$ cat src/rtl/img_pkg.sv
// Shared sizing constants and capture FSM encoding for the image downsample writer.
`default_nettype none

package img_pkg;

   localparam int OUT_DIM    = 28;
   localparam int BLK        = 16;
   localparam int IMG_PIX    = OUT_DIM * OUT_DIM;
   localparam int IMG_ADDR_W = 10;
   localparam int ACC_W      = 20;

   typedef enum logic [2:0] {
      IDLE       = 3'd0,
      ARM        = 3'd1,
      WAIT_FRAME = 3'd2,
      CAPTURE    = 3'd3,
      DONE       = 3'd4
   } cap_state_t;

endpackage

`default_nettype wire

$ cat src/rtl/img_downsample_writer_box_acc_bank.sv
// box_acc_bank: one accumulator per output column of blocks, with a combinational acc+value tap.
`default_nettype none

module box_acc_bank
   import img_pkg::*;
#(
   parameter int DEPTH = OUT_DIM,
   parameter int WIDTH = ACC_W,
   parameter int VAL_W = 12,
   parameter int IDX_W = $clog2(DEPTH)
) (
   input  logic             D5M_PIXLCLK,
   input  logic             rst_n,
   input  logic [IDX_W-1:0] i_idx,
   input  logic [VAL_W-1:0] i_val,
   input  logic             i_add,
   input  logic             i_clr,
   input  logic             i_clr_all,
   output logic [WIDTH-1:0] o_sum
);

   logic [WIDTH-1:0] r_acc [DEPTH];
   logic [WIDTH-1:0] w_sel;
   logic [WIDTH-1:0] w_sum;

   // Explicit mux so an index beyond DEPTH-1 reads as zero instead of indexing off the array.
   always_comb begin
      w_sel = '0;
      for (int i = 0; i < DEPTH; i++) begin
         if (i_idx == IDX_W'(i)) w_sel = r_acc[i];
      end
   end

   assign w_sum = w_sel + WIDTH'(i_val);
   assign o_sum = w_sum;

   always_ff @(posedge D5M_PIXLCLK or negedge rst_n) begin
      if (!rst_n) begin
         for (int i = 0; i < DEPTH; i++) r_acc[i] <= '0;
      end else begin
         for (int i = 0; i < DEPTH; i++) begin
            if (i_clr_all) begin
               r_acc[i] <= '0;
            end else if (i_idx == IDX_W'(i)) begin
               if (i_clr)      r_acc[i] <= '0;
               else if (i_add) r_acc[i] <= w_sum;
            end
         end
      end
   end

endmodule

`default_nettype wire

$ cat src/rtl/img_downsample_writer.sv
// img_downsample_writer: crops a centred window, box-averages BLKxBLK blocks, writes OUT_DIM^2 bytes.
// Define IMG_INVERT_EN to store 8'hFF minus the block mean instead of the mean.
`default_nettype none

module img_downsample_writer
   import img_pkg::*;
#(
   parameter int OUT_DIM = img_pkg::OUT_DIM,
   parameter int BLK     = img_pkg::BLK,
   parameter int X0      = 96,
   parameter int Y0      = 16,
   parameter int PIX_W   = 12
) (
   input  logic                  D5M_PIXLCLK,
   input  logic                  rst_n,
   input  logic [PIX_W-1:0]      iGray,
   input  logic                  iDVAL,
   input  logic [15:0]           iX_Cont,
   input  logic [15:0]           iY_Cont,
   input  logic                  iFVAL,
   input  logic                  capture_req,
   output logic                  busy,
   output logic                  done,
   output logic                  we,
   output logic [IMG_ADDR_W-1:0] waddr,
   output logic [7:0]            wdata
);

   localparam int c_LOG2_BLK = $clog2(BLK);
   localparam int c_ACC_W    = PIX_W + 2 * c_LOG2_BLK;
   localparam int c_IDX_W    = $clog2(OUT_DIM);
   localparam int c_SPAN     = OUT_DIM * BLK;
   localparam logic [IMG_ADDR_W-1:0] c_LAST = IMG_ADDR_W'(OUT_DIM * OUT_DIM - 1);

   cap_state_t r_state, w_next;

   logic                  r_req_s1, r_req_s2;
   logic                  r_we;
   logic [IMG_ADDR_W-1:0] r_waddr, r_wcnt;
   logic [7:0]            r_wdata;

   logic                  w_in_win, w_last, w_capt, w_fire;
   logic [c_LOG2_BLK-1:0] w_dx_lo, w_dy_lo;
   logic [c_IDX_W-1:0]    w_idx;
   logic [c_ACC_W-1:0]    w_sum;
   logic [7:0]            w_pix;
   logic                  w_unused;

   assign w_in_win = iDVAL
                   && (iX_Cont >= 16'(X0)) && (iX_Cont < 16'(X0 + c_SPAN))
                   && (iY_Cont >= 16'(Y0)) && (iY_Cont < 16'(Y0 + c_SPAN));
   assign w_dx_lo  = c_LOG2_BLK'(iX_Cont - 16'(X0));
   assign w_dy_lo  = c_LOG2_BLK'(iY_Cont - 16'(Y0));
   assign w_idx    = c_IDX_W'((iX_Cont - 16'(X0)) >> c_LOG2_BLK);
   assign w_last   = (&w_dx_lo) && (&w_dy_lo);
   assign w_capt   = (r_state == CAPTURE);
   assign w_fire   = w_capt && w_in_win && w_last;

   box_acc_bank #(
      .DEPTH (OUT_DIM),
      .WIDTH (c_ACC_W),
      .VAL_W (PIX_W),
      .IDX_W (c_IDX_W)
   ) u_bank (
      .D5M_PIXLCLK (D5M_PIXLCLK),
      .rst_n       (rst_n),
      .i_idx       (w_idx),
      .i_val       (iGray),
      .i_add       (w_capt && w_in_win),
      .i_clr       (w_fire),
      .i_clr_all   (r_state == WAIT_FRAME),
      .o_sum       (w_sum)
   );

`ifdef IMG_INVERT_EN
   assign w_pix = 8'hFF - w_sum[c_ACC_W-1 -: 8];
`else
   assign w_pix = w_sum[c_ACC_W-1 -: 8];
`endif

   assign w_unused = &{1'b0, w_sum[c_ACC_W-9:0]};

   always_ff @(posedge D5M_PIXLCLK or negedge rst_n) begin
      if (!rst_n) begin
         r_req_s1 <= 1'b0;
         r_req_s2 <= 1'b0;
         r_state  <= IDLE;
      end else begin
         r_req_s1 <= capture_req;
         r_req_s2 <= r_req_s1;
         r_state  <= w_next;
      end
   end

   always_comb begin
      w_next = r_state;
      case (r_state)
         IDLE:       if (r_req_s2) w_next = ARM;
         ARM:        if (!iFVAL) w_next = WAIT_FRAME;
         WAIT_FRAME: if (iFVAL) w_next = CAPTURE;
         // The closing write wins over a simultaneous frame end.
         CAPTURE: begin
            if (w_fire && (r_wcnt == c_LAST)) w_next = DONE;
            else if (!iFVAL)                  w_next = ARM;
         end
         DONE:       if (!r_req_s2) w_next = IDLE;
         default:    w_next = IDLE;
      endcase
   end

   always_ff @(posedge D5M_PIXLCLK or negedge rst_n) begin
      if (!rst_n) begin
         r_we    <= 1'b0;
         r_waddr <= '0;
         r_wdata <= '0;
         r_wcnt  <= '0;
      end else begin
         r_we <= w_fire;
         if (r_state == WAIT_FRAME) r_wcnt <= '0;
         if (w_fire) begin
            r_waddr <= r_wcnt;
            r_wdata <= w_pix;
            if (r_wcnt != c_LAST) r_wcnt <= r_wcnt + 1'b1;
         end
      end
   end

   assign busy  = (r_state == ARM) || (r_state == WAIT_FRAME) || (r_state == CAPTURE);
   assign done  = (r_state == DONE);
   assign we    = r_we;
   assign waddr = r_waddr;
   assign wdata = r_wdata;

endmodule

`default_nettype wire
$ cat config.mk
export PLATFORM = sky130hd
export DESIGN_NAME = img_downsample_writer
export DESIGN_NICKNAME = d
export VERILOG_FILES = /design/src/rtl/img_pkg.sv /design/src/rtl/img_downsample_writer_box_acc_bank.sv /design/src/rtl/img_downsample_writer.sv
export SDC_FILE = /design/constraint.sdc
export NUM_CORES = 1
export LEC_CHECK = 0
export BUFFER_PORTS_ARGS = -buffer_cell sky130_fd_sc_hd__buf_2
export CAP_MARGIN = 20
export CORE_UTILIZATION = 34
export CTS_BUF_LIST = sky130_fd_sc_hd__clkbuf_8
export DETAILED_ROUTE_END_ITERATION = 10
export PLACE_DENSITY = 0.58
export SYNTH_ARGS = -nofsm -noshare
export SYNTH_HDL_FRONTEND = slang
export SYNTH_SLANG_ARGS = --single-unit
$ cat constraint.sdc
create_clock -name D5M_PIXLCLK -period 6 [get_ports D5M_PIXLCLK]
set_input_delay 0.3 -clock D5M_PIXLCLK [delete_from_list [all_inputs] [get_ports D5M_PIXLCLK]]
set_output_delay 0.3 -clock D5M_PIXLCLK [all_outputs]
set_load 0.03 [all_outputs]
==> results.tsv, run 1 <==
metric	value	unit
grt_first_pass_wirelength	170000	µm
crit_path_end	u_bank.r_acc[319]$_DFFE_PN0P_	
hold_viol	0	
place.port_buffers	69	
clock_latency	0.73	ns
antenna_found_initial	4	
synth.distinct_cells	94	
start_util	34.4	%
h-tree-depth	3	
syn-num-nets	3157	
route.detailed.drc	0	
critical-path-slowest-cell	xor2_1	
critPathBufInv	8	
fin_crit	5.80	ns
crit_family	compound AO/OA/AOI/OAI gates	
vias	26600	
drtIter0Drc	3368	
path_common_cell	buf_4	
synth-main-ff-cell	dfrtp_1	
final_layout_size_suffix_gt1_share	18.2	%
grt_max_degree	210	
synth_top_area_share	51.7	%
fill_cells	8367	
crit_cells	29	
maxSlewHeadroom	24.6	%
grt_setup_unrepaired	false	
grt_pass1_vias	25200	
synth-compound-area-share	21.4	%
required	6.53	ns
synth_top_family_by_area	compound AO/OA/AOI/OAI gates	
drt_wl_total	114000	µm
ir_drop	0.000437	V
synth_edf_count	0	
rr_startpoint	u_bank.r_acc[285]$_DFFE_PN0P_	
globalRouteTotalUtil	26.4	%
synth.area.top_cells	dfrtp_1, nand3_1, o21ai_0	
cts_tree	yes	
hold_class	in -> async	
synth.cell_area	28700	µm²
fin_skew	0.0567	ns
avgViaCountPerCell	5.93	
slowest_delay	0.37	ns
postSynthCellCount	3091	
die-height	293	µm
synth_common_cells	dfrtp_1, nand3_1, o21ai_0	
rr_endpoint	u_bank.r_acc[556]$_DFFE_PN0P_	
power_density	293	nW/µm²
gp_congestion	0.972	
setup.worst_path.start	iX_Cont[5]	
overflow	0	
synth_fa_ha_area_share	0.766	%
place_ws	-0.384	ns
post-route-period-util	96.7	%
syn_area_per_cell	9.30	µm²
multi_input_area	12700	µm²
synth.most_common_cell	dfrtp_1	
num_rows	106	
drv_slew	0	
crit_arrival	6.33	ns
async_flop_share	100	%
areaGrowthSynthToFinish	18.4	%
reg2reg_slack	0.50	ns
path_clk_slew	0.06	ns
path_max_fanout	14	
fmax	172	MHz
ios	70	
critPathKind	in -> reg	
worst_pin_slew	1.13	ns
fp.dieW	293	µm
synth-simple-area-share	18.3	%
synth_seq_cells	594	
synth-xor-area-share	0.575	%
cp-start-kind	primary input	
core_area	83700	µm²
setup_slack	0.196	ns
first_pass_iters	6	
outcome	completed	
ant_nets	0	
hpwlAfterDp	75300	µm
root_buffer	clkbuf_8	
ys_seq_area_share	51.7	%
dieArea	85700	µm²
end_kind	flop	
synth_mux_area_share	2.64	%
p_leak	0.0154	µW
cts.sinks	594	
ys_warn_count	0	
cts_setup_buffers	0	
cts.path.max_buffers	3	
setup_violations	0	
nets	3342	
rr_worst_depth	24	
seqCellArea	14900	µm²
wl_per_cell	25.5	µm
yosys.area.top_type	dfrtp_1	
cts_buffers	101	
max_cap_violations	0	
setup_tns	0	ns
==> stage by stage <==
| stage | utilization (%) | instances | cell area (µm²) | total power [µW] | hold WS (ns) |
|---|---|---|---|---|---|
| floorplan | - | 3091 | 28700 | 5310 | 0.00441 |
| global placement | 38.2 | 4304 | 31900 | 6230 | 0.334 |
| detailed placement | 38.2 | 4304 | 31900 | 6230 | 0.336 |
| CTS | 40.7 | 4484 | 34000 | 9980 | 0.198 |
| global route | 40.7 | 4485 | 34000 | 10300 | 0.244 |
| finish | 40.7 | 4486 | 34100 | 9960 | 0.245 |
==> how the worst min path moves through the flow <==
| stage | start | end | slack, ns |
|---|---|---|---|
| 6_report | rst_n | wdata[7]$_DFFE_PN0P_ | 0.25 |
| 3_5_place_dp | r_req_s1$_DFF_PN0_ | r_req_s2$_DFF_PN0_ | 0.34 |
| 4_1_cts | capture_req | r_req_s1$_DFF_PN0_ | 0.20 |
| 3_3_place_gp | r_req_s1$_DFF_PN0_ | r_req_s2$_DFF_PN0_ | 0.33 |
| 5_1_grt | capture_req | r_req_s1$_DFF_PN0_ | 0.24 |
| 2_1_floorplan | rst_n | r_req_s1$_DFF_PN0_ | 0.004 |
==> sequential cells by signal, indices dropped and copies added (netlist names) <==
signal	count
waddr	10
wdata	8
r_req_s1	1
r_wcnt	10
r_state	3
we	1
r_req_s2	1
u_bank.r_acc	560
==> layout make-up <==
| type | count | area share, % |
|---|---|---|
| Clock inverter | 46 | 0.757 |
| Multi-Input combinational cell | 2187 | 37.2 |
| Inverter | 18 | 0.198 |
| Clock buffer | 131 | 5.29 |
| Tap cell | 1134 | 4.17 |
| Antenna cell | 2 | 0.0147 |
| Sequential cell | 594 | 43.7 |
| Timing Repair Buffer | 374 | 8.75 |
==> metal layers <==
metal | up-vias | global-route usage (%) | wire length (µm)
met5 | - | 0 | 0
met4 | 0 | 12.0 | 4960
met3 | 244 | 4.67 | 9710
met2 | 1401 | 40.8 | 51700
met1 | 13200 | 36.1 | 48000
li1 | 11800 | - | -
==> cell usage in the layout (no fill, tap or decap), types with 41 or more instances in the layout <==
cell type	synthesis	layout
clkbuf_8	0	131
buf_2	30	67
mux2_2	41	41
nand3_1	483	483
nor2_1	229	228
a21oi_1	126	124
inv_1	15	48
a22oi_1	95	95
a32oi_1	62	62
buf_4	7	277
o21ai_0	426	424
nand2_1	296	296
dfrtp_1	594	594
==> logic make-up (layout without fill, tap and decap cells) <==
group / Yosys count / in the layout
fa+ha+maj: 17 / 17
compound gates: 959 / 959
mux: 67 / 67
simple gates: 1126 / 1126
xor+xnor: 18 / 18
buf+inv: 310 / 569
flops: 594 / 594
other cells: 0 / 2
==> what timing repair did <==
item	in CTS	in global routing
endpoints found under the setup margin	0	12
endpoints found under the hold margin	98	0
resized for setup	0	2
hold buffers	3	0
==> power by group <==
part / leakage [µW] / switching [µW] / total (µW) / internal, µW
clock network: 0.00119 / 1730 / 3760 / 2030
registers: 0.00824 / 65.9 / 4180 / 4110
logic: 0.00597 / 1490 / 2020 / 536
Power figures use the tool's default switching activity.
==> inputs of run 2 (changes only) <==
- CAP_MARGIN: 20 -> 10
- SYNTH_HIERARCHICAL: not set -> 1
==> run 2 against run 1 <==
  * Core utilization shrank 0.68 points
  * Fmax is 3.1% higher
  * Setup slack better by 0.18 ns
  * Sequential power up 55%
  * Final cell count decreased by 3.8%
  * Routed wire length down 10%
  * Clock-buffer cell count unchanged
  * Hold slack lost 0.16 ns
==> results.tsv, run 2 <==
metric	value	unit
cts.path.max_buffers	3	
top_register	u_bank/r_acc	
antenna_found_initial	4	
place.port_buffers	69	
nets	3233	
postSynthCellCount	3057	
drtIter0Drc	3024	
grt_first_pass_wirelength	156000	µm
hold_path_end	we$_DFF_PN0_	
gp_congestion	0.916	
cp-start-kind	primary input	
hold_class	in -> reg	
hold_viol	0	
vias	24500	
ir_drop	0.000223	V
outcome	completed	
cts_setup_buffers	0	
setup_violations	0	
post-route-period-util	93.8	%
final_cells	4317	
ctsResizeCount	0	
syn_area_per_cell	9.22	µm²
route.detailed.drc	0	
ant_nets	0	
critPathKind	in -> reg	
h-tree-depth	3	
ys_seq_area_share	52.7	%
path_clk_slew	0.06	ns
setup_slack	0.372	ns
synth_common_cells	nand2_1, dfrtp_1, o21ai_0	
syn-num-nets	3121	
max_cap_violations	0	
cts.sinks	594	
rr_endpoint	u_bank/r_acc[299]$_DFFE_PN0P_	
drt_wl_total	103000	µm
hpwlAfterDp	69200	µm
fmax	178	MHz
die-height	290	µm
fp.dieW	290	µm
power_density	456	nW/µm²
crit_arrival	6.20	ns
dp.cells	4131	
synth.most_common_cell	nand2_1	
hold-worst-slack	0.0894	ns
clock_latency	0.73	ns
synth.cell_area	28200	µm²
rr_worst_depth	19	
synth-main-ff-cell	dfrtp_1	
path_max_fanout	10	
reg2reg_slack	0.81	ns
required	6.57	ns
synth_seq_cells	594	
dieArea	84000	µm²
final_layout_size_suffix_gt1_share	16.8	%
yosys.area.top_type	dfrtp_1	
min_from	iX_Cont[9]	
grt_setup_unrepaired	false	
fin_skew	0.0464	ns
core_area	82100	µm²
largest_register_ffs	560	
hold_path_depth	3	
end_kind	flop	
fill_cells	8161	
overflow	0	
p_leak	0.0149	µW
ys_warn_count	6	
num_rows	105	
synth.distinct_cells	99	
synth.area.top_cells	dfrtp_1, nand2_1, o21ai_0	
layout_common_cells	nand2_1, dfrtp_1, o21ai_0	
avgViaCountPerCell	5.68	
wl_per_cell	23.8	µm
fin_crit	5.63	ns
areaGrowthSynthToFinish	16.6	%
synth_edf_count	0	
globalRouteTotalUtil	24.3	%
maxSlewHeadroom	18.7	%
cts_buffers	103	
first_pass_iters	5	
cts_tree	yes	
rr_startpoint	u_bank/r_acc[361]$_DFFE_PN0P_	
grt_max_degree	172	
worst_pin_slew	1.21	ns
grt_pass1_vias	23600	
async_flop_share	100	%
start_util	34.3	%
root_buffer	clkbuf_8	
place_ws	-0.127	ns
synth_top_area_share	52.7	%
drv_slew	0	
hold_buffers	3	
ios	70	
layout_commonest_cell	nand2_1	
run 2: cell types whose count changed in the layout (fill, tap and decap cells not counted), moves of 61 or more:
cell / delta
buf_4: -81
nand3_1: -450
nor2_1: -120
a21oi_1: -61
o31ai_1: +75
nand2_1: +424
run 2: per-stage QoR:
stage / setup TNS [ns] / util (%) / power, µW / cell area (µm²)
after global placement: -1.54 / 37.3 / 10900 / 30700
after CTS: 0 / 40.0 / 15000 / 32800
after global routing: 0 / 40.0 / 15900 / 32900
final: 0 / 40.0 / 15000 / 32900
after floorplan: 0 / - / 8980 / 28200
after detailed placement: -4.57 / 37.3 / 11000 / 30700
run 2: cells by family (layout without fill, tap and decap cells):
family	count (synthesis)	in the layout	synth area share, %
compound gates	996	996	22.2
xor+xnor	16	16	0.497
fa+ha+maj	16	16	0.728
buf+inv	298	487	4.77
flops	594	594	52.7
mux	52	52	2.00
other cells	0	1	0
simple gates	1085	1085	17.0
run 2: worst max-delay path: stages:
cell and delay [ns]:
buf_2 0.14, a21oi_1 0.16, buf_4 0.15, xor2_4 0.31, or3b_1 0.35, nor2_1 0.09
a22oi_1 0.21, nand2_1 0.08, a2111oi_0 0.73, buf_4 0.22, a211oi_1 0.07, o22ai_1 0.22
a21oi_1 0.14, a221o_1 0.28, ha_1 0.27, a21oi_1 0.08, o21ai_0 0.30, o22ai_1 0.18
o311a_1 0.39, a211o_1 0.35, nand3b_1 0.24, nor3b_2 0.24, and2_1 0.35, buf_4 0.23
o211ai_1 0.11
run 2: final cells by class:
| type | instances | area [µm²] | area share (%) |
|---|---|---|---|
| Timing Repair Buffer | 280 | 2110 | 6.43 |
| Clock buffer | 131 | 1800 | 5.49 |
| Clock inverter | 51 | 364 | 1.11 |
| Inverter | 25 | 93.8 | 0.286 |
| Antenna cell | 1 | 2.50 | 0.00762 |
| Multi-Input combinational cell | 2165 | 12300 | 37.4 |
| Sequential cell | 594 | 14900 | 45.2 |
| Tap cell | 1070 | 1340 | 4.08 |
run 2: layer usage:
metal | global-route usage [%] | up-vias | wire (µm)
met3 | 4.18 | 208 | 7930
met4 | 8.46 | 4 | 3380
met1 | 33.9 | 12100 | 44900
li1 | - | 11100 | -
met2 | 37.9 | 1085 | 46500
met5 | 0 | - | 22
run 2: how the worst max path moves through the flow:
stage	to	slack, ns	startpoint	cells past startpoint
final	u_bank/r_acc[299]$_DFFE_PN0P_	0.37	iX_Cont[5]	25
after global routing	u_bank/r_acc[97]$_DFFE_PN0P_	0.13	iX_Cont[5]	25
after CTS	u_bank/r_acc[197]$_DFFE_PN0P_	0.64	iX_Cont[5]	25
after detailed placement	u_bank/r_acc[419]$_DFFE_PN0P_	-0.13	iX_Cont[5]	25
after global placement	u_bank/r_acc[439]$_DFFE_PN0P_	-0.06	iX_Cont[5]	25
after floorplan	u_bank/r_acc[114]$_DFFE_PN0P_	0.65	iX_Cont[5]	25
run 2: where the power goes:
part	switching [µW]	total [µW]	internal [µW]
logic	3110	4570	1450
registers	910	6480	5570
clock network	1790	3930	2140
